===== src/rtl/reaction_pkg.sv =====
`default_nettype none
// ============================================================================
//  Module      : reaction_pkg
//  Description : Shared types, widths and parameter defaults for the
//                reaction-time trial controller.
//  Revision    : 1.0 - initial release
// ============================================================================
package reaction_pkg;

   // Delay counter is wide enough for 1000 + 4095 ms.
   localparam int DELAY_W = 14;
   // Reaction time width; TIMEOUT_MS must fit in it (max 8191).
   localparam int TIME_W  = 13;

   localparam int DEF_MIN_DELAY_MS = 1000;
   localparam int DEF_TIMEOUT_MS   = 2000;

   typedef enum logic [2:0] {
      IDLE  = 3'd0,
      WAIT  = 3'd1,
      GO    = 3'd2,
      DONE  = 3'd3,
      CHEAT = 3'd4,
      TOUT  = 3'd5
   } state_t;

endpackage : reaction_pkg
`default_nettype wire


===== src/rtl/trial_timer.sv =====
`default_nettype none
// ============================================================================
//  Module      : trial_timer
//  Description : Loadable millisecond counter. Counts down while the trial
//                waits for GO and up while the reaction is being timed.
//  Revision    : 1.0 - initial release
// ============================================================================
module trial_timer
   import reaction_pkg::*;
(
   input  logic               clk,
   input  logic               rst,
   input  logic               i_load,
   input  logic [DELAY_W-1:0] i_load_val,
   input  logic               i_down,
   input  logic               i_up,
   output logic [DELAY_W-1:0] o_count
);

   logic [DELAY_W-1:0] r_count;

   // Load has priority; the down-count saturates at zero so a zero delay
   // cannot wrap into a huge one.
   always_ff @(posedge clk) begin
      if (rst) begin
         r_count <= '0;
      end else if (i_load) begin
         r_count <= i_load_val;
      end else if (i_down && (r_count != '0)) begin
         r_count <= r_count - DELAY_W'(1);
      end else if (i_up) begin
         r_count <= r_count + DELAY_W'(1);
      end
   end

   assign o_count = r_count;

endmodule : trial_timer
`default_nettype wire


===== src/rtl/reaction_ctrl.sv =====
`default_nettype none
// ============================================================================
//  Module      : reaction_ctrl
//  Description : Reaction-time game controller. Start arms a random delay,
//                GO lights the LED, and Stop measures the reaction in ms.
//                Early presses flag Cheat; slow ones flag Timeout.
//  Revision    : 1.0 - initial release
// ============================================================================
module reaction_ctrl
   import reaction_pkg::*;
#(
   parameter int MIN_DELAY_MS = DEF_MIN_DELAY_MS,
   parameter int TIMEOUT_MS   = DEF_TIMEOUT_MS
)(
   input  logic              Clk,
   input  logic              Rst,
   input  logic              MsTick,
   input  logic              Start,
   input  logic              Stop,
   input  logic [TIME_W-1:0] RandomValue,
   output logic              Led,
   output logic [TIME_W-1:0] ReactionTime,
   output logic              Valid,
   output logic              Cheat,
   output logic              Timeout,
   output logic              Busy
);

   state_t              r_state, w_state_nxt;
   logic                r_led, w_led_nxt;
   logic                r_valid, w_valid_nxt;
   logic                r_cheat, w_cheat_nxt;
   logic                r_tout, w_tout_nxt;
   logic                r_busy, w_busy_nxt;
   logic [TIME_W-1:0]   r_rt, w_rt_nxt;

   logic                w_load, w_down, w_up;
   logic [DELAY_W-1:0]  w_count;
   logic [DELAY_W-1:0]  w_cnt_inc;
   logic [DELAY_W-1:0]  w_load_val;
   logic                w_expire;
   logic                w_unused_rand;

   // Only the low 12 random bits shape the delay.
   assign w_unused_rand = RandomValue[TIME_W-1];
   assign w_load_val    = DELAY_W'(MIN_DELAY_MS) + {2'b00, RandomValue[11:0]};
   // The tick seen while the count is 1 (or already 0) ends the wait.
   assign w_expire      = (w_count <= DELAY_W'(1));
   // In GO the timer counts up from zero, so count+1 is the new reaction time.
   assign w_cnt_inc     = w_count + DELAY_W'(1);

   trial_timer u_timer (
      .clk        (Clk),
      .rst        (Rst),
      .i_load     (w_load),
      .i_load_val (w_load_val),
      .i_down     (w_down),
      .i_up       (w_up),
      .o_count    (w_count)
   );

   // Next-state and next-output decode; Stop always beats a same-cycle tick.
   always_comb begin
      w_state_nxt = r_state;
      w_led_nxt   = r_led;
      w_valid_nxt = r_valid;
      w_cheat_nxt = r_cheat;
      w_tout_nxt  = r_tout;
      w_rt_nxt    = r_rt;
      w_load      = 1'b0;
      w_down      = 1'b0;
      w_up        = 1'b0;

      case (r_state)
         WAIT: begin
            if (Stop) begin
               w_state_nxt = CHEAT;
               w_cheat_nxt = 1'b1;
               w_led_nxt   = 1'b0;
            end else if (MsTick) begin
               w_down = 1'b1;
               if (w_expire) begin
                  w_state_nxt = GO;
                  w_led_nxt   = 1'b1;
               end
            end
         end
         GO: begin
            if (Stop) begin
               w_state_nxt = DONE;
               w_valid_nxt = 1'b1;
               w_led_nxt   = 1'b0;
            end else if (MsTick) begin
               w_up     = 1'b1;
               w_rt_nxt = w_cnt_inc[TIME_W-1:0];
               if (w_cnt_inc == DELAY_W'(TIMEOUT_MS)) begin
                  w_state_nxt = TOUT;
                  w_tout_nxt  = 1'b1;
                  w_led_nxt   = 1'b0;
               end
            end
         end
         default: begin
            // IDLE, DONE, CHEAT, TOUT: hold results until a new trial.
            if (Start) begin
               w_state_nxt = WAIT;
               w_load      = 1'b1;
               w_led_nxt   = 1'b0;
               w_valid_nxt = 1'b0;
               w_cheat_nxt = 1'b0;
               w_tout_nxt  = 1'b0;
               w_rt_nxt    = '0;
            end
         end
      endcase

      w_busy_nxt = (w_state_nxt == WAIT) || (w_state_nxt == GO);
   end

   // State and output registers; reset overrides every input.
   always_ff @(posedge Clk) begin
      if (Rst) begin
         r_state <= IDLE;
         r_led   <= 1'b0;
         r_valid <= 1'b0;
         r_cheat <= 1'b0;
         r_tout  <= 1'b0;
         r_busy  <= 1'b0;
         r_rt    <= '0;
      end else begin
         r_state <= w_state_nxt;
         r_led   <= w_led_nxt;
         r_valid <= w_valid_nxt;
         r_cheat <= w_cheat_nxt;
         r_tout  <= w_tout_nxt;
         r_busy  <= w_busy_nxt;
         r_rt    <= w_rt_nxt;
      end
   end

   assign Led          = r_led;
   assign ReactionTime = r_rt;
   assign Valid        = r_valid;
   assign Cheat        = r_cheat;
   assign Timeout      = r_tout;
   assign Busy         = r_busy;

endmodule : reaction_ctrl
`default_nettype wire


===== config.mk =====
export PLATFORM = sky130hd
export DESIGN_NAME = reaction_ctrl
export DESIGN_NICKNAME = d
export VERILOG_FILES = /design/src/rtl/reaction_pkg.sv /design/src/rtl/trial_timer.sv /design/src/rtl/reaction_ctrl.sv
export SDC_FILE = /design/constraint.sdc
export NUM_CORES = 1
export LEC_CHECK = 0
export ABC_AREA = 1
export BUFFER_PORTS_ARGS = -buffer_cell sky130_fd_sc_hd__buf_2
export CORE_UTILIZATION = 57
export DETAILED_ROUTE_END_ITERATION = 6
export PLACE_DENSITY = 0.79
export SKIP_LAST_GASP = 1
export SYNTH_ARGS = -nofsm -noshare
export SYNTH_HDL_FRONTEND = slang
export SYNTH_SLANG_ARGS = --single-unit

===== constraint.sdc =====
create_clock -name Clk -period 2.6 [get_ports Clk]
set_input_delay 0.13 -clock Clk [delete_from_list [all_inputs] [get_ports Clk]]
set_output_delay 0.13 -clock Clk [all_outputs]
set_load 0.02 [all_outputs]

### Word-level counts from Yosys, hierarchy flattened

Cells that the tools add are included.
W data, S select, Z words.

* bitwise gates (word level): 2
* div/mod/pow operators: 0
* muxes and demuxes: 36
* multipliers: 0
* eq/ne operators: 14
* reduce and logical (&&, ||, !) cells: 13
* add/sub/neg operators: 3
* order comparisons: 1
* shifts and indexed selects: 0

Operators by type and width (number)
* $mux W14: 3
* $mux W13: 3
* $pmux W13 S2: 1
* $mux W3: 7
* $mux W1: 17
* $add A14 B1 Y14 const B: 1
* $eq A14 B11 Y1 const B: 1
* $le A14 B1 Y1 const B: 1
* $reduce_bool A14 Y1: 1
* $sub A14 B1 Y14 const B: 1
* $add A10 B12 Y13 const A: 1
* $ne A3 B3 Y1 const B: 4
* $ne A2 B2 Y1 const B: 5
* $reduce_and A5 Y1: 2
* $pmux W1 S2: 4
* $eq A3 B1 Y1 const B: 2
* $eq A3 B2 Y1 const B: 2
* $pmux W3 S2: 1
* $reduce_and A3 Y1: 2
* $reduce_bool A3 Y1: 2
* $reduce_and A4 Y1: 1
* $reduce_bool A2 Y1: 2
* $not A1 Y1: 2
* $reduce_or A2 Y1: 1
* other kinds (2): 2

* latch bits: 0
* memories kept: 0
* RAM bits: 0
* memory bits (read-only): 0
* flip-flop bits (word level): 35
* output and inout bits: 18
* input port bits: 18
* word-level logic and storage cells: 77

### Depth between registers and ports, before layout

* depth after elaboration: 8
* mapped depth: 16
* depth with buffers taken out: 16

### Hierarchy

A second synthesis with hierarchy kept.

* cells, all modules: 484
* area, all modules: 2997.9 sq um

By module, submodules not included
* reaction_ctrl: sequential area each 420.4 sq um, cells each 248, times used 1, area an instance 1592.8 sq um
* trial_timer: sequential area each 280.3 sq um, cells each 236, times used 1, area an instance 1405.1 sq um

### Least setup slack after synthesis

OpenSTA, ideal clock, no wires.

* path type: reg2reg
* start point: register u_timer.r_count[0], in the netlist u_timer.o_count[0]
* end point: register r_busy, in the netlist Busy
* period minus slack after synthesis: 1.866 ns
* required time: 2.484 ns
* data arrival time: 1.750 ns
* setup slack: 0.734 ns
* library setup time: 0.116 ns
* path buffers: 0
* cell stages (with the launch flop): 12
* path through: dfxtp_1 -> ha_1 -> nand2_1 -> nor2_2 -> nand3_1 -> xor2_1 -> nor2_1 -> nand3_1 -> o21ai_0 -> nand2_1 -> nand2_1 -> nor2_1

* word-level cells in the longest chain between the ends: 8
* elaborated cells between the ends (all ways): 13
* those cells by class: add/sub: 1; order compare: 1; eq/ne: 3; mux: 7; reduce/logical: 1

RTL lines
* start, declared: line trial_timer.sv:20 `logic [DELAY_W-1:0] r_count;`
* start signal, assigned: line trial_timer.sv:28 `r_count <= i_load_val;`
* start signal, assigned: line trial_timer.sv:30 `r_count <= r_count - DELAY_W'(1);`
* start signal, assigned: line trial_timer.sv:32 `r_count <= r_count + DELAY_W'(1);`
* $add A14 B1 Y14: line reaction_ctrl.sv:50 `assign w_cnt_inc = w_count + DELAY_W'(1);`
* $eq A14 B11 Y1: line reaction_ctrl.sv:96 `if (w_cnt_inc == DELAY_W'(TIMEOUT_MS)) begin`
* $mux W3: line reaction_ctrl.sv:96
* $mux W3: line reaction_ctrl.sv:93 `end else if (MsTick) begin`
* $mux W3: line reaction_ctrl.sv:89 `if (Stop) begin`
* $pmux W3 S2 (*): line reaction_ctrl.sv:74 `case (r_state)`
* $eq A3 B1 Y1 or $eq A3 B2 Y1 (tied branches): line reaction_ctrl.sv:117 `w_busy_nxt = (w_state_nxt == WAIT) || (w_state_nxt == GO);`
* $logic_or A1 B1 Y1 (*): line reaction_ctrl.sv:117
* end signal, assigned: line reaction_ctrl.sv:136 `r_busy <= w_busy_nxt;`
* end, declared: line reaction_ctrl.sv:34 `logic r_busy, w_busy_nxt;`

Every way passes the cells marked *; elsewhere a longest branch is shown, timed or not.
A chain may end at the register's enable or synchronous reset.

### Worst setup path after layout

* start point: register r_state[1]
* end point: register u_timer.r_count[1], in the netlist u_timer.o_count[1]

* word-level cells in the longest chain between the ends: 5
* elaborated cells between the ends (all ways): 10
* those cells by class: eq/ne: 2; mux: 5; reduce/logical: 3

RTL lines
* start, declared: line reaction_ctrl.sv:29 `state_t r_state, w_state_nxt;`
* start signal, assigned: line reaction_ctrl.sv:131 `r_state <= w_state_nxt;`
* $eq A3 B1 Y1: line reaction_ctrl.sv:74
* $mux W1: line reaction_ctrl.sv:74
* $logic_and A1 B1 Y1: line trial_timer.sv:29 `end else if (i_down && (r_count != '0)) begin`
* $mux W14: line trial_timer.sv:29
* $mux W14: line trial_timer.sv:27 `end else if (i_load) begin`

Parallel ways exist; a longest one is shown, timed or not.

==> summary.md <==
| Metric | Value |
|---|---|
| Asr flop ratio synth | `0` |
| Slew margin rel. | `0.301` |
| Rows | `23` |
| Final Instance Count excl. Fillers | `roughly 450` |
| Global-route wire length before repair | `10200 um` |
| Worst Setup SP | `r_state[1]` |
| Worst-skew pair later-pin latency | `290 ps` |
| Synthesized cell area | `2370 um2` |
| Initial DRC count | `200` |
| Leak pwr | `1.16 nW` |
| Core box area | `4000 um2` |
| Number of setup violations in the final report | `0` |
| Hold slack | `116 ps` |
| Crit start category | `flip-flop` |
| Yosys reg bits | `35` |
| CTS sink cnt | `35` |
| I/O pin count | `36` |
| Synth cell types | `34` |
| Number of global-route vias before repair | `2257` |
| Primary FF master, synth | `dfxtp_1` |
| Outcome | `finished, final reports clean` |
| Die Wd | `66.4 um` |
| Register area share after synthesis | `0.296` |
| Final Critical Period | `2400 ps` |
| Postcts setup bufs | `0` |
| Max cap viols | `0` |
| GP Congestion | `0.921` |
| Nets | `426` |
| PD cells | `706 nW/um2` |
| Max VDD drop | `roughly 0.37 mV` |
| Overflow left after global routing | `0` |
| Fin util | `0.678` |
| Peak Freq | `~0.42 GHz` |
| Synthesis warning total | `0` |
| Routed via count | `approximately 2.6k` |
| Clock skew | `8.04 ps` |
| Clock Pin Slew Worst Setup and Hold Paths | `approximately 70 ps` |
| Reg2reg start | `r_state[1]` |
| CP Max Fanout | `14` |
| Crit Path Category | `reg2reg` |
| Final hold viol count | `0` |
| Final WL | `between 6000 and 7000 um` |
| Setup TNS Final | `0 ps` |
| Type of the most critical hold path | `in2reg` |
| Area Overhead vs Synth | `14.6%` |
| CTS max path bufs | `2` |
| Crit. End Element | `flip-flop` |
| Pin slew with the least headroom to its limit | `between 1000 and 1500 ps` |
| Die area | `about 4400 um2` |
| Total track usage | `0.305` |
| Layout fillers | `about 380` |
| Final Max Slew Viols | `0` |
| Post-synth EDFFs | `0` |
| Pin count of the biggest net entering global routing | `20` |
| Mapped Nets | `roughly 390` |
| Fin crit share | `0.925` |
| Unrepaired setup endpoints after global routing | `false` |
| Placed cell count | `446` |
| Share of cells above drive strength 1 | `0.146` |
| Via-to-Cell Ratio | `5.70` |
| Syn Inst Count | `~370` |
| Post-layout power | `about 1.9 mW` |
| Hold Crit Start | `RandomValue[0]` |
| Avg Inst Size Synth | `6.42 um2` |
| CTS H-tree depth | `2` |
| Worst Path Arrival | `around 2600 ps` |
| Buffers on Ports | `34` |
| Post-route ant nets | `0` |
| Initial core utilization | `0.592` |
| Antenna violations before repair | `0` |
| Wire length per cell | `between 10 and 15 um` |
| Req. time, crit path | `2830 ps` |
| Clock root cell | `clkbuf_8` |
| DP HPWL | `4580 um` |
| DR DRC count | `0` |
| Die Ht | `approximately 66 um` |
| Total CTS buffers | `5` |
| TritonCTS clock tree | `built` |
| Drt first pass iters | `5` |
| Antenna fix cells | `0` |
==> worst max-delay path, cell delays in order (launching register included) <==
cell	delay, ps
dfxtp_1	300
inv_1	150
nor3_4	90
inv_2	60
nand2_1	70
nor2_1	790
inv_2	80
buf_4	230
nand2_1	160
nor2_1	60
a211oi_1	200
a21oi_1	60
nor2_1	80
==> final timing paths <==
path              cells after the start                  to  slack, ps
setup / recovery                     12  u_timer.o_count[1]        200
hold / removal                        3  u_timer.o_count[0]        120
setup reg to reg                     12  u_timer.o_count[1]        200
hold reg to reg                       2     ReactionTime[7]        460
==> layout make-up <==
| type | count | area (um2) | area share |
|---|---|---|---|
| Clock inverter | 2 | 60.1 | 0.0221 |
| Tap cell | 50 | 62.6 | 0.0231 |
| Multi-Input combinational cell | 286 | 1480 | 0.544 |
| Timing Repair Buffer | 39 | 208 | 0.0765 |
| Sequential cell | 35 | 701 | 0.258 |
| Inverter | 36 | 135 | 0.0498 |
| Clock buffer | 6 | 72.6 | 0.0267 |
==> timing repair <==
item | 4_1_cts | 5_1_grt
setup endpoints to repair | 0 | 1
hold buffers | 0 | 0
gates resized for setup | 0 | 1
==> cells in the mapped netlist (all sizes together) (3+ instances only) <==
master,n,share of area
nand2,88,0.14
nor2,45,0.080
a21oi,36,0.076
inv,36,0.057
dfxtp,35,0.30
o21ai,32,0.068
nand3,22,0.049
xor2,14,0.052
a31oi,10,0.026
buf,9,0.020
nand4,8,0.021
ha,5,0.026
nor3,5,0.015
xnor2,4,0.015
clkbuf,3,0.0048
o21a,3,0.0095
==> power breakdown <==
group / switching [mW] / total [mW] / internal [mW]
Sequential: 0.0803 / 0.674 / 0.594
Combinational: 0.434 / 0.652 / 0.218
Clock: 0.206 / 0.589 / 0.383
==> logic make-up (layout without fill, tap and decap cells) <==
logic type,count (synthesis),count (layout),share of synthesized area
AND/OR/NAND/NOR,171,171,0.313
AO/OA/AOI/OAI,92,92,0.216
buffers and inverters,48,83,0.0819
flip-flops,35,35,0.296
XOR/XNOR,18,18,0.0666
adder cells (fa/ha/maj),5,5,0.0264
==> through the flow <==
step | area (um2) | setup slack [ps]
final | 2710 | 196
after detailed placement | 2580 | 246
after global placement | 2580 | 274
after global routing | 2710 | 3.87
after CTS | 2710 | 213
after floorplan | 2370 | 734
==> routing by layer <==
metal  GRT usage  part of all wire
met4       0.109             0.021
met3      0.0586             0.044
met5           0                 0
met2       0.508              0.46
met1       0.389              0.47
==> cell usage in the layout, fill, tap and decap left out <==
cell       Yosys  final
clkbuf_8       0      5
a22oi_1        1      1
nand3b_1       1      1
nor2_2         5      6
and3_1         1      1
inv_2          3      3
or2_2          1      1
nand3_2        1      1
xnor2_1        4      4
o21ai_0       31     31
a21oi_1       36     36
a31oi_1       10     10
nand4_1        8      8
o21a_1         3      3
nor3_1         4      4
inv_1         33     33
dfxtp_1       35     35
clkbuf_1       3      1
buf_2          8     34
o22ai_1        1      1
buf_4          1      5
ha_1           5      5
o211ai_1       2      2
nor2_4         1      1
nand3_1       21     21
xor2_1        14     14
o21bai_1       1      1
o21ai_1        1      1
o221ai_1       2      2
o31ai_1        1      1
o2111ai_1      2      2
bufinv_16      0      2
nand2_1       88     88
nor2_1        39     38
nor3_4         1      1
a211oi_1       1      1
==> registers in the layout (all words and copies together) (netlist names) <==
register / flops
u_timer.o_count: 14
ReactionTime: 13
r_state: 3
Busy: 1
Cheat: 1
Led: 1
Timeout: 1
Valid: 1
No activity file was read; power rests on OpenSTA's default activity.
